[src/rtl/fnd_scan_ctrl_pkg.sv]
// Shared types and helpers for the FND scan controller.
// Optional decimal point output is enabled with FND_SCAN_DP_EN.
package fnd_pkg;

    typedef enum logic {
        GUARD = 1'b0,
        SHOW  = 1'b1
    } scan_state_t;

    typedef logic [3:0] nib_t;

    localparam int MAX_DIGITS = 8;

    localparam logic [MAX_DIGITS-1:0] SEL_OFF = '1;

    function automatic logic [MAX_DIGITS-1:0] sel_onecold(
        input logic [2:0] idx
    );
        sel_onecold = ~(MAX_DIGITS'(1) << idx);
    endfunction

endpackage

[src/rtl/fnd_scan_timer.sv]
// Slot timer: divides the clock into digit slots and rotates the index.
// Exposes the next index so the top can register aligned outputs.
module fnd_scan_timer #(
    parameter int NUM_DIGITS = 4,
    parameter int SCAN_DIV   = 50000,
    parameter int GUARD_CYC  = 16
) (
    input  logic                          i_Clk,
    input  logic                          i_Rst,
    output logic [$clog2(NUM_DIGITS)-1:0] o_Idx_Nxt,
    output logic                          o_Wrap,
    output logic                          o_Guard_Done
);

    localparam int DIV_W = $clog2(SCAN_DIV);
    localparam int IDX_W = $clog2(NUM_DIGITS);

    logic [DIV_W-1:0] r_Div;
    logic [IDX_W-1:0] r_Idx;

    assign o_Wrap       = (r_Div == DIV_W'(SCAN_DIV - 1));
    assign o_Guard_Done = (r_Div == DIV_W'(GUARD_CYC - 1));

    always_comb begin
        o_Idx_Nxt = r_Idx;
        if (o_Wrap) begin
            if (r_Idx == IDX_W'(NUM_DIGITS - 1))
                o_Idx_Nxt = '0;
            else
                o_Idx_Nxt = r_Idx + IDX_W'(1);
        end
    end

    always_ff @(posedge i_Clk or posedge i_Rst) begin
        if (i_Rst) begin
            r_Div <= '0;
            r_Idx <= '0;
        end else begin
            r_Div <= o_Wrap ? '0 : r_Div + DIV_W'(1);
            r_Idx <= o_Idx_Nxt;
        end
    end

endmodule

[src/rtl/fnd_scan_ctrl.sv]
// UART byte buffer and multiplexed digit scan feeding the hex decoder.
// Define FND_SCAN_DP_EN to add the o_Dp decimal point output.
module fnd_scan_ctrl
    import fnd_pkg::*;
#(
    parameter int NUM_DIGITS = 4,
    parameter int SCAN_DIV   = 50000,
    parameter int GUARD_CYC  = 16
) (
    input  logic                  i_Clk,
    input  logic                  i_Rst,
    input  logic [7:0]            i_Data,
    input  logic                  i_Valid,
    input  logic                  i_Clear,
    output logic [3:0]            o_Digit_Data,
    output logic [NUM_DIGITS-1:0] o_Digit_Sel
`ifdef FND_SCAN_DP_EN
    ,
    output logic                  o_Dp
`endif
);

    localparam int IDX_W    = $clog2(NUM_DIGITS);
    localparam int FILL_MAX = NUM_DIGITS / 2;
    localparam int FILL_W   = $clog2(FILL_MAX + 1);

    localparam logic [NUM_DIGITS-1:0] SEL_OFF_N =
        SEL_OFF[NUM_DIGITS-1:0];

    logic [IDX_W-1:0]      idx_nxt;
    logic                  wrap;
    logic                  guard_done;
    scan_state_t           state_q;
    scan_state_t           state_d;
    nib_t                  r_Nib [NUM_DIGITS];
    logic [FILL_W-1:0]     r_Fill;
    logic [MAX_DIGITS-1:0] sel_oc;
    logic                  lit;
    logic [NUM_DIGITS-1:0] sel_d;
    nib_t                  data_d;

    fnd_scan_timer #(
        .NUM_DIGITS (NUM_DIGITS),
        .SCAN_DIV   (SCAN_DIV),
        .GUARD_CYC  (GUARD_CYC)
    ) u_timer (
        .i_Clk        (i_Clk),
        .i_Rst        (i_Rst),
        .o_Idx_Nxt    (idx_nxt),
        .o_Wrap       (wrap),
        .o_Guard_Done (guard_done)
    );

    always_ff @(posedge i_Clk or posedge i_Rst) begin
        if (i_Rst)
            state_q <= GUARD;
        else
            state_q <= state_d;
    end

    always_comb begin
        state_d = state_q;
        unique case (state_q)
            GUARD: if (guard_done) state_d = SHOW;
            SHOW:  if (wrap)       state_d = GUARD;
            default: state_d = GUARD;
        endcase
    end

    // Outputs are built from the next slot state so the registered
    // select lines up exactly with the guard/show phase of r_Div.
    assign sel_oc = sel_onecold(3'(idx_nxt));
    assign lit    = int'(idx_nxt) < 2 * int'(r_Fill);

    always_comb begin
        sel_d  = SEL_OFF_N;
        data_d = r_Nib[idx_nxt];
        if (state_d == SHOW && lit)
            sel_d = sel_oc[NUM_DIGITS-1:0];
    end

    always_ff @(posedge i_Clk or posedge i_Rst) begin
        if (i_Rst) begin
            o_Digit_Sel  <= SEL_OFF_N;
            o_Digit_Data <= '0;
        end else begin
            o_Digit_Sel  <= sel_d;
            o_Digit_Data <= data_d;
        end
    end

    always_ff @(posedge i_Clk or posedge i_Rst) begin
        if (i_Rst) begin
            for (int i = 0; i < NUM_DIGITS; i++)
                r_Nib[i] <= '0;
            r_Fill <= '0;
        end else if (i_Clear) begin
            for (int i = 0; i < NUM_DIGITS; i++)
                r_Nib[i] <= '0;
            r_Fill <= '0;
        end else if (i_Valid) begin
            for (int i = NUM_DIGITS - 1; i >= 2; i--)
                r_Nib[i] <= r_Nib[i-2];
            r_Nib[1] <= i_Data[7:4];
            r_Nib[0] <= i_Data[3:0];
            if (r_Fill != FILL_W'(FILL_MAX))
                r_Fill <= r_Fill + FILL_W'(1);
        end
    end

`ifdef FND_SCAN_DP_EN
    localparam int DP_WIN = SCAN_DIV * NUM_DIGITS * 8;
    localparam int DP_W   = $clog2(DP_WIN + 1);

    logic [DP_W-1:0] r_Dp_Cnt;
    logic            dp_d;

    // Window restarts on every accepted byte; a clear also ends it.
    always_ff @(posedge i_Clk or posedge i_Rst) begin
        if (i_Rst)
            r_Dp_Cnt <= '0;
        else if (i_Clear)
            r_Dp_Cnt <= '0;
        else if (i_Valid)
            r_Dp_Cnt <= DP_W'(DP_WIN);
        else if (r_Dp_Cnt != '0)
            r_Dp_Cnt <= r_Dp_Cnt - DP_W'(1);
    end

    assign dp_d = !(state_d == SHOW && idx_nxt == IDX_W'(1) &&
                    r_Dp_Cnt != '0);

    always_ff @(posedge i_Clk or posedge i_Rst) begin
        if (i_Rst)
            o_Dp <= 1'b1;
        else
            o_Dp <= dp_d;
    end
`endif

endmodule

[config.mk]
export PLATFORM = sky130hd
export DESIGN_NAME = fnd_scan_ctrl
export DESIGN_NICKNAME = d
export VERILOG_FILES = /design/src/rtl/fnd_scan_ctrl_pkg.sv /design/src/rtl/fnd_scan_timer.sv /design/src/rtl/fnd_scan_ctrl.sv
export SDC_FILE = /design/constraint.sdc
export NUM_CORES = 1
export LEC_CHECK = 0
export ABC_AREA = 1
export BUFFER_PORTS_ARGS = -buffer_cell sky130_fd_sc_hd__buf_2
export CAP_MARGIN = 10
export CORE_ASPECT_RATIO = 1.75
export CORE_MARGIN = 4
export CORE_UTILIZATION = 25
export CTS_CLUSTER_DIAMETER = 150
export CTS_CLUSTER_SIZE = 10
export DETAILED_ROUTE_END_ITERATION = 12
export PLACE_DENSITY_LB_ADDON = 0.08
export SKIP_CTS_REPAIR_TIMING = 1
export SYNTH_ARGS = -nofsm -noshare
export SYNTH_HDL_FRONTEND = slang
export SYNTH_SLANG_ARGS = --single-unit
[constraint.sdc]
create_clock -name i_Clk -period 1.7 [get_ports i_Clk]
set_clock_uncertainty 0.05 [all_clocks]
set_input_delay 0.085 -clock i_Clk [delete_from_list [all_inputs] [get_ports i_Clk]]
set_output_delay 0.085 -clock i_Clk [all_outputs]
set_load 0.02 [all_outputs]
; After elaboration in Yosys (flattened, before gate mapping)
; Cells that the tools add are included.
[word_totals]
register_bits = 45
latch_bits = 0
mem_bits_rw = 0
rom_bits = 0
input_bits = 12
elab_cells = 42
mem_count = 0
[op_classes]
addsub = 3
multipliers = 0
n_div = 0
n_lt_le_gt_ge = 2
n_eq_ne = 4
shifts = 1
muxes = 15
bitwise = 3
n_reduce_logical = 4
[ops]
columns = operator, count
row1 = 2-to-1 mux 16 bit, 3
row2 = "adder 16 x 1 -> 16 bit, second input constant", 1
row3 = "equality test 16 bit, second input constant", 1
row4 = "equality test 16 x 4 -> 1 bit, second input constant", 1
row5 = 2-to-1 mux 4 bit, 3
row6 = 2-to-1 mux 2 bit, 5
row7 = binary-select mux 4 bit (select 2 bit), 1
row8 = "adder 2 x 1 -> 2 bit, second input constant", 2
row9 = inverter 4 bit, 1
row10 = nonzero test 2 bit, 2
row11 = "left shift 1 x 2 -> 4 bit, first input constant", 1
row12 = "greater-or-equal comparator 3 bit, second input constant", 1
row13 = less-than comparator 2 x 3 -> 1 bit, 1
row14 = inverter 2 -> 3 bit, 1
row15 = "equality test 2 bit, second input constant", 1
row16 = 2-to-1 mux 1 bit, 2
row17 = "!= test 2 bit, second input constant", 1
row18 = one-hot mux 1 bit (2 select lines), 1
row19 = AND reduction 2 bit, 1
row20 = logical AND 1 bit, 1
row21 = inverter 1 bit, 1

; Longest topological paths before layout
; Gate-level depths: netlist of run 1.
[depth]
word_depth = 7
depth_mapped = 11
mapped_depth_nobuf = 10

; Hierarchy
; From an unflattened synthesis of run 1, not the netlist that was laid out.
[hier_totals]
cells_unflattened = 296
hier_area_um2 = 2336.0
[by_module_without_submodules]
columns = mod, instances, cells_each, area_each_um2, seq_area_each_um2
row1 = fnd_scan_ctrl, 1, 151, 1272.5, 680.7
row2 = fnd_scan_timer, 1, 145, 1063.5, 450.4

; Worst setup path before layout of run 1
; Ideal clock, no wire load.
[synth_path]
path_kind = flip-flop to flip-flop
from = register u_timer.r_Div[0]
to = register o_Digit_Data[0]
t_arrival_ns = 1.325
slack_ns = 0.209
path_stages_with_launch = 9
path_buffers = 0
period_less_slack_ns = 1.491
path_cell_list = dfrtp_1 -> ha_1 -> nand3_2 -> nor2_2 -> nand3_2 -> nand3_1 -> nand2_1 -> nand2_1 -> nand2_1
[synth_between]
elab_chain_cells = 6
[synth_rtl]
columns = item, line_no
row1 = start: declaration, fnd_scan_timer.sv:18  ; logic [DIV_W-1:0] r_Div;
row2 = start signal: assignment, fnd_scan_timer.sv:39  ; r_Div <= o_Wrap ? '0 : r_Div + DIV_W'(1);
row3 = equality test 16 bit, fnd_scan_timer.sv:21  ; assign o_Wrap = (r_Div == DIV_W'(SCAN_DIV - 1));
row4 = 2-to-1 mux 2 bit, fnd_scan_timer.sv:26  ; if (o_Wrap) begin
row5 = inverter 2 -> 3 bit (implied by the code), fnd_scan_ctrl.sv:77  ; data_d = r_Nib[idx_nxt];
row6 = binary-select mux 4 bit (select 2 bit), fnd_scan_ctrl.sv:77
row7 = 2-to-1 mux 4 bit (implied by the code) (2 in a row), fnd_scan_ctrl.sv:77
row8 = named net data_d[0], fnd_scan_ctrl.sv:40  ; nib_t data_d;
row9 = end signal: assignment, fnd_scan_ctrl.sv:88  ; o_Digit_Data <= data_d;
row10 = end: declaration, fnd_scan_ctrl.sv:15  ; output logic [3:0] o_Digit_Data,
; The timed path passes the listed nets, and every way through them passes these cells. The select of a mux whose other input is x is not followed.
; A chain may end at the register's enable or synchronous reset.

; Worst setup path after layout of run 1
[layout_path]
from = register u_timer.r_Div[5]
to = register o_Digit_Sel[0]
[layout_between]
elab_chain_cells = 5
word_cells_on_any_way = 11
[layout_rtl]
columns = item, line_no
row1 = equality test 16 bit *, fnd_scan_timer.sv:21
row2 = 2-to-1 mux 2 bit *, fnd_scan_timer.sv:26
row3 = named net idx_nxt[1], fnd_scan_ctrl.sv:30  ; logic [IDX_W-1:0] idx_nxt;
row4 = less-than comparator 2 x 3 -> 1 bit / left shift 1 x 2 -> 4 bit (equally long branches), "fnd_scan_ctrl.sv:73, fnd_scan_ctrl_pkg.sv:19"
row5 = logical AND 1 bit / inverter 4 bit (equally long branches), "fnd_scan_ctrl.sv:78, fnd_scan_ctrl_pkg.sv:19"
row6 = 2-to-1 mux 4 bit *, fnd_scan_ctrl.sv:78  ; if (state_d == SHOW && lit)
row7 = named net sel_d[0], fnd_scan_ctrl.sv:39  ; logic [NUM_DIGITS-1:0] sel_d;
row8 = end signal: assignment, fnd_scan_ctrl.sv:87  ; o_Digit_Sel <= sel_d;
row9 = end: declaration, fnd_scan_ctrl.sv:16  ; output logic [NUM_DIGITS-1:0] o_Digit_Sel
; The timed path passes the listed nets; every way through them passes the cells marked *.

==> impl_metrics.json, run 1 <==
{
  "status": "finished, violations left",
  "violations": "negative hold slack",
  "slew_headroom_pct": 75.29,
  "grt_start_max_net_pins": 21,
  "power.density_mw_per_mm2": 850.4,
  "die_area_mm2": 0.01054,
  "synth_compound_area_share_pct": 6.408,
  "cts_tree": "yes",
  "rows": 45,
  "clockRootBuffer": "clkbuf_16",
  "cp.required_ns": 1.86,
  "crit_buf_inv": 1,
  "clk_latency_ns": 0.28,
  "grt_overflow": 0,
  "routabilityCongestion": 0.8154,
  "vias": 1843,
  "finalCriticalPeriod_ns": 1.558,
  "fin_crit_sh_pct": 91.64,
  "endpoint_kind": "flip-flop",
  "multi_input_comb_area_mm2": 0.001012,
  "grt_pass1_wl_um": 9522,
  "min_to": "r_Nib[12]",
  "io_pins": 20,
  "drt-initial-drc-count": 46,
  "synthSimpleGateAreaFrac_pct": 32.10,
  "reg2reg_depth": 9,
  "yosys.area_share.adder_pct": 1.686,
  "crit_fanout": 7,
  "viasPerCell": 4.336,
  "syn-instance-count": 264,
  "synth.distinct_cells": 29,
  "syn_avg_cell_area_um2": 8.431,
  "area_growth_pct": 28.44,
  "hold_path_depth": 3,
  "setup_ws_ns": 0.1421,
  "max_freq_mhz": 641.9,
  "yosysWarnings": 0,
  "antenna_found_initial": 0,
  "track_usage_pct": 11.74,
  "dr.pass1.iters": 4,
  "whs_ns": -0.01904,
  "dpl.hpwl_um": 4385,
  "nFillCells": 947,
  "final_cells": 425,
  "startpoint_type": "flip-flop",
  "drive_above_1_share_pct": 24.68,
  "p_total_uw": 2431,
  "htree_num_levels": 2,
  "worst_slew_pin_slew_ns": 0.3701,
  "reg2reg_from": "u_timer.r_Div[5]",
  "reg2reg_to": "o_Digit_Sel[0]",
  "synth_top_family_by_area": "simple AND/OR/NAND/NOR gates",
  "synth_xor_area_share_pct": 2.361,
  "cp.arrival_ns": 1.72,
  "die-height_um": 132.8,
  "cts_max_path_buffers": 2,
  "syn_nets": 279,
  "ant_nets": 0,
  "synthesis.area_mm2": 0.002226,
  "slew_viol_final": 0,
  "tns_ns": 0,
  "initial_core_util_pct": 25.67,
  "worst_hold_path_type": "input pin to flip-flop",
  "r2r_slack_ns": 0.14,
  "nets": 322,
  "cts_buffers": 5,
  "irDropWorstVdd_mv": 0.4764,
  "worst_path_largest_cell_delay_ns": 0.44,
  "crit_type": "flip-flop to flip-flop",
  "design_area_mm2": 0.002859,
  "p_leak_uw": 0.001386,
  "die_width_um": 79.33,
  "dpl-instance-area_mm2": 0.002572,
  "drv_cap": 0,
  "synth-seq-area-share_pct": 50.82,
  "diodes": 0,
  "finalHoldViolations": 5,
  "avgRoutedWirePerCell_um": 13.08,
  "path_cells": "nor2_2 > nand2_2 > nor2_4 > nand2_2 > buf_4 > nand2_4 > nand2_4 > nor2_1 > nand3_1",
  "place_ws_ns": 0.01342,
  "cp_top_family": "simple AND/OR/NAND/NOR gates",
  "first_global_vias": 1920,
  "clk_pin_slew_ns": 0.06,
  "ys_ff_latch": 45,
  "io_buffers": 19,
  "hold_path_startpoint": "i_Data[0]",
  "cts.sinks": 45,
  "wl_um": 5560,
  "muxShareOfSynthArea_pct": 0,
  "regArea_mm2": 0.001132,
  "drc": 0,
  "slowest_stage": "dfrtp_2",
  "dp.cells": 412,
  "setup_violations": 0,
  "coreArea_mm2": 0.008671
}
-- synthesized netlist by cell type, drive strengths merged --
cell | number | share of area [%]
nand2 | 62 | 13
nand3 | 43 | 10
dfrtp | 41 | 46
nor2 | 32 | 6.7
inv | 31 | 5.2
o21ai | 21 | 4.7
xor2 | 6 | 2.4
dfstp | 4 | 4.7
a21oi | 3 | 0.67
clkinv | 3 | 0.51
ha | 3 | 1.7
nand4 | 3 | 0.84
nor3 | 3 | 0.67
buf | 2 | 0.73
a211oi | 1 | 0.34
clkbuf | 1 | 0.17
nand3b | 1 | 0.34
nor3b | 1 | 0.34
o211ai | 1 | 0.34
o21bai | 1 | 0.34
or2 | 1 | 0.28
-- report_power, final --
group	switching (uW)	leakage [uW]	internal, uW
Combinational	101	0.000718	59.0
Sequential	16.8	0.000583	1110
Clock	411	0.0000841	735
Total	529	0.00139	1900
-- final cells by class --
cell class	count	area share (%)
repair buffers	39	9.365
inverters	34	4.464
clock buffers	7	4.989
well taps	117	5.120
clock inverters	1	1.050
multi-input cells	182	35.40
flip-flops and latches	45	39.61
-- tightest hold or removal path: cells and delay by family --
family | cells | cell delay, ns
AO/OA/AOI/OAI | 1 | 0.06
buffers and inverters | 1 | 0.07
AND/OR/NAND/NOR | 1 | 0.06
-- cells in the final DEF, fill, tap and decap left out, types with 2 or more instances in the layout --
cell           netlist  final
nand2_1             53     51
nand3_1             40     40
dfrtp_1             41     40
inv_1               30     29
nor2_1              26     22
o21ai_0             21     21
buf_2                1     19
buf_4                0     15
nand2_2              6      8
xor2_1               6      6
nor2_2               3      5
nor2_4               3      5
clkbuf_16            0      5
dlygate4sd3_1        0      4
dfstp_2              4      4
clkinv_1             3      3
nand3_4              0      3
a21oi_1              3      3
nand4_1              3      3
inv_2                1      2
nand2_4              2      2
nor3_1               3      2
ha_1                 3      2
-- stage by stage --
step,hold WS (ns),utilization (%)
after floorplan,0.1014,-
after global placement,0.04867,29.67
after detailed placement,0.04376,29.67
after CTS,-0.2648,31.66
after global routing,0.01460,32.97
final,-0.01904,32.97
-- cells by family after synthesis --
logic type / Yosys count
compound gates: 27
xor+xnor: 6
fa+ha+maj: 3
buf+inv: 37
flops: 45
simple gates: 146
-- how the worst max path moves through the flow --
stage | startpoint | to | slack [ns] | depth (start not counted)
3_5_place_dp | u_timer.r_Div[1] | o_Digit_Data[2] | 0.01 | 8
2_1_floorplan | u_timer.r_Div[0] | o_Digit_Data[0] | 0.21 | 8
4_1_cts | u_timer.r_Div[1] | o_Digit_Data[2] | -0.0006 | 8
6_report | u_timer.r_Div[5] | o_Digit_Sel[0] | 0.14 | 9
5_1_grt | u_timer.r_Div[0] | u_timer.r_Div[12] | -0.004 | 10
3_3_place_gp | u_timer.r_Div[0] | u_timer.r_Div[12] | 0.05 | 10
-- routing by layer --
| metal | track usage, % | wire, um |
|---|---|---|
| met5 | 0 | 0 |
| met3 | 2.180 | 107 |
| met1 | 12.00 | 2053 |
| met2 | 22.23 | 3281 |
| met4 | 5.449 | 118 |
-- state kept, by name (all words and copies together), names as in the netlist --
| register | cells |
|---|---|
| o_Digit_Data | 4 |
| r_Nib | 16 |
| o_Digit_Sel | 4 |
| state_q | 1 |
| r_Fill | 2 |
| u_timer.r_Div | 16 |
| u_timer.r_Idx | 2 |
No activity file was read; power rests on OpenSTA's default activity.
==> run 2: changes to the inputs <==
--- a/config.mk
+++ b/config.mk
@@ -5,7 +5,6 @@
 export SDC_FILE = /design/constraint.sdc
 export NUM_CORES = 1
 export LEC_CHECK = 0
-export ABC_AREA = 1
 export BUFFER_PORTS_ARGS = -buffer_cell sky130_fd_sc_hd__buf_2
 export CAP_MARGIN = 10
 export CORE_ASPECT_RATIO = 1.75
==> run 2 against run 1 <==
The flow finishes with violations (negative hold slack, negative setup slack). Design area increased by 3.1%. Hold slack improved by 0.0054 ns. Core utilization increased by 2.0 points. Count of clock-buffer cells in the layout increased by 1. Critical path type unchanged. Highest routed layer unchanged.
==> impl_metrics.json, run 2 <==
{
  "reg2reg_to": "o_Digit_Data[1]",
  "wl_um": 5454,
  "drive_above_1_share_pct": 33.09,
  "first_global_vias": 1886,
  "final_cell_mix": "41 x dfrtp_1, 37 x buf_4, 30 x nor2_1",
  "synthesis.area_mm2": 0.002191,
  "routabilityCongestion": 0.7243,
  "path_cells": "nor4_4 > buf_4 > nand3_4 > nor2_4 > mux2i_4 > buf_12 > mux2i_1",
  "rsz0062_at_grt": "true",
  "synth-seq-area-share_pct": 51.63,
  "crit_buf_inv": 2,
  "synth.area.top_cells": "dfrtp_1 47%, mux2i_1 9.1%, nor2_1 5.1%",
  "nFillCells": 882,
  "yosys.area_share.adder_pct": 1.713,
  "drt-initial-drc-count": 27,
  "grt_start_max_net_pins": 28,
  "reg2reg_from": "u_timer.r_Div[12]",
  "synth.top_cell.area_share_pct": 46.83,
  "antenna_found_initial": 0,
  "worst_path_largest_cell_delay_ns": 0.40,
  "cp.required_ns": 1.86,
  "cp.depth": 7,
  "rows": 44,
  "setup_ws_ns": -0.09321,
  "synth_ff_type": "dfrtp_1",
  "status": "finished, violations left",
  "irDropWorstVdd_mv": 0.3621,
  "vias": 1702,
  "crit_type": "flip-flop to flip-flop",
  "cp.arrival_ns": 1.95,
  "design_area_mm2": 0.002948,
  "die_width_um": 78.77,
  "dpl-instance-area_mm2": 0.002748,
  "crit_fanout": 7,
  "p_leak_uw": 0.001368,
  "slowest_stage": "dfrtp_1",
  "clockRootBuffer": "clkbuf_16",
  "startpoint_type": "flip-flop",
  "drc": 0,
  "ys_ff_latch": 45,
  "power.density_mw_per_mm2": 773.0,
  "syn_nets": 226,
  "diodes": 0,
  "top_regs": "r_Nib: 16 flops, u_timer.r_Div: 16 flops",
  "synth.distinct_cells": 35,
  "synth_edf_count": 0,
  "synth_xor_area_share_pct": 5.597,
  "multi_input_comb_area_mm2": 0.001049,
  "syn-instance-count": 211,
  "viasPerCell": 4.398,
  "track_usage_pct": 11.58,
  "initial_core_util_pct": 26.01,
  "synthSimpleGateAreaFrac_pct": 20.50,
  "grt_overflow": 0,
  "fin_crit_sh_pct": 105.5,
  "cp_top_family": "simple AND/OR/NAND/NOR gates",
  "crit_end": "o_Digit_Data[1]",
  "slew_headroom_pct": 69.74,
  "yosys.area.top_type": "dfrtp_1",
  "endpoint_kind": "flip-flop",
  "layout_commonest_cell": "dfrtp_1",
  "worst_hold_path_type": "input pin to flip-flop",
  "violations": "negative hold slack, negative setup slack",
  "ant_nets": 0,
  "nets": 286,
  "io_pins": 20,
  "avgRoutedWirePerCell_um": 14.09,
  "yosys-top-cells-count": "41 x dfrtp_1, 30 x nor2_1, 24 x nand2_1",
  "reg2reg_depth": 7,
  "cts_buffers": 5,
  "synth_top_family_by_area": "simple AND/OR/NAND/NOR gates",
  "die-height_um": 131.8,
  "worst_slew_pin_slew_ns": 0.4533,
  "slew_viol_final": 0,
  "dpl.hpwl_um": 4145,
  "cts_tree": "yes",
  "whs_ns": -0.01363,
  "finalHoldViolations": 8,
  "synth_most_common_cell": "dfrtp_1",
  "coreArea_mm2": 0.008423,
  "max_freq_mhz": 557.7,
  "drv_cap": 0,
  "setup_violations": 9,
  "die_area_mm2": 0.01038,
  "async_reset_ff_share_pct": 100.0,
  "cts_max_path_buffers": 2,
  "cts.sinks": 45,
  "regArea_mm2": 0.001131,
  "htree_num_levels": 2,
  "yosysWarnings": 0,
  "clk_latency_ns": 0.28,
  "io_buffers": 19,
  "critical_path.startpoint": "u_timer.r_Div[12]",
  "area_growth_pct": 34.55,
  "muxShareOfSynthArea_pct": 9.766,
  "syn_avg_cell_area_um2": 10.38,
  "grt_pass1_wl_um": 9280,
  "synth_compound_area_share_pct": 7.824,
  "r2r_slack_ns": -0.09,
  "dr.pass1.iters": 6,
  "finalCriticalPeriod_ns": 1.793,
  "clk_pin_slew_ns": 0.06
}
==> run 2: cell types whose count changed in the layout (fill, tap and decap cells not counted), sizes merged, moves of 3 or more <==
cell	previous run	this run
a21oi	3	8
and3	0	6
nand2	62	24
clkinv	3	0
xnor2	0	6
o21ai	21	2
nor3	3	11
a311oi	0	8
mux2i	0	21
dlygate4sd3	4	1
buf	35	61
inv	31	5
nand3	43	9
==> run 2: power by group <==
group	total, uW	switching, uW	internal [uW]	leakage (uW)
sequential	1140	28.1	1110	0.000583
combinational	150	85.6	64.7	0.000714
clock	991	404	587	0.0000712
total	2280	518	1760	0.00137
==> run 2: per-stage QoR <==
step / setup TNS, ns / std cells / utilization, % / total power, uW / setup slack, ns
3_5_place_dp: -0.9432 / 378 / 32.62 / 1310 / -0.1570
5_1_grt: -1.446 / 387 / 35.00 / 2378 / -0.1999
3_3_place_gp: -1.024 / 378 / 32.62 / 1308 / -0.1417
2_1_floorplan: -0.4138 / 211 / - / 1252 / -0.07770
4_1_cts: -1.104 / 386 / 34.36 / 2327 / -0.1668
6_report: -0.4281 / 387 / 35.00 / 2279 / -0.09321
==> run 2: final cells by class <==
cell class,instances,area share (%)
Clock buffer,8,4.966
Inverter,5,0.7216
Timing Repair Buffer,62,15.49
Multi-Input combinational cell,152,35.57
Tap cell,115,4.881
Sequential cell,45,38.37
==> run 2: logic make-up (layout without fill, tap and decap cells) <==
logic type | Yosys count | count (layout)
AOI/OAI and AO/OA | 23 | 23
DFF | 45 | 45
adders and majority gates | 3 | 3
xor gates and xnor gates | 14 | 14
and+or+nand+nor | 91 | 91
muxes | 21 | 21
buffers and inverters | 14 | 75
==> run 2: worst min path at each step <==
stage | startpoint | to | slack, ns | cells after the start
final | i_Data[1] | r_Nib[13] | -0.01 | 3
after global routing | i_Data[2] | r_Nib[14] | 0.02 | 3
after CTS | i_Rst | u_timer.r_Div[8] | -0.24 | 2
after detailed placement | i_Rst | u_timer.r_Div[8] | 0.08 | 2
after global placement | i_Rst | u_timer.r_Div[15] | 0.09 | 2
after floorplan | i_Data[6] | r_Nib[10] | 0.19 | 2
==> run 2: metal layers <==
metal	up-vias	routed length, um	GRT usage, %
met5	-	0	0
met4	0	99	4.669
met3	6	115	2.120
met2	11	3145	22.28
met1	834	2094	11.85
li1	851	-	-
==> run 2: worst min-delay path, cell delays in order <==
cell and delay (ns):
buf_2 0.07, mux2i_1 0.05, nor2_1 0.07
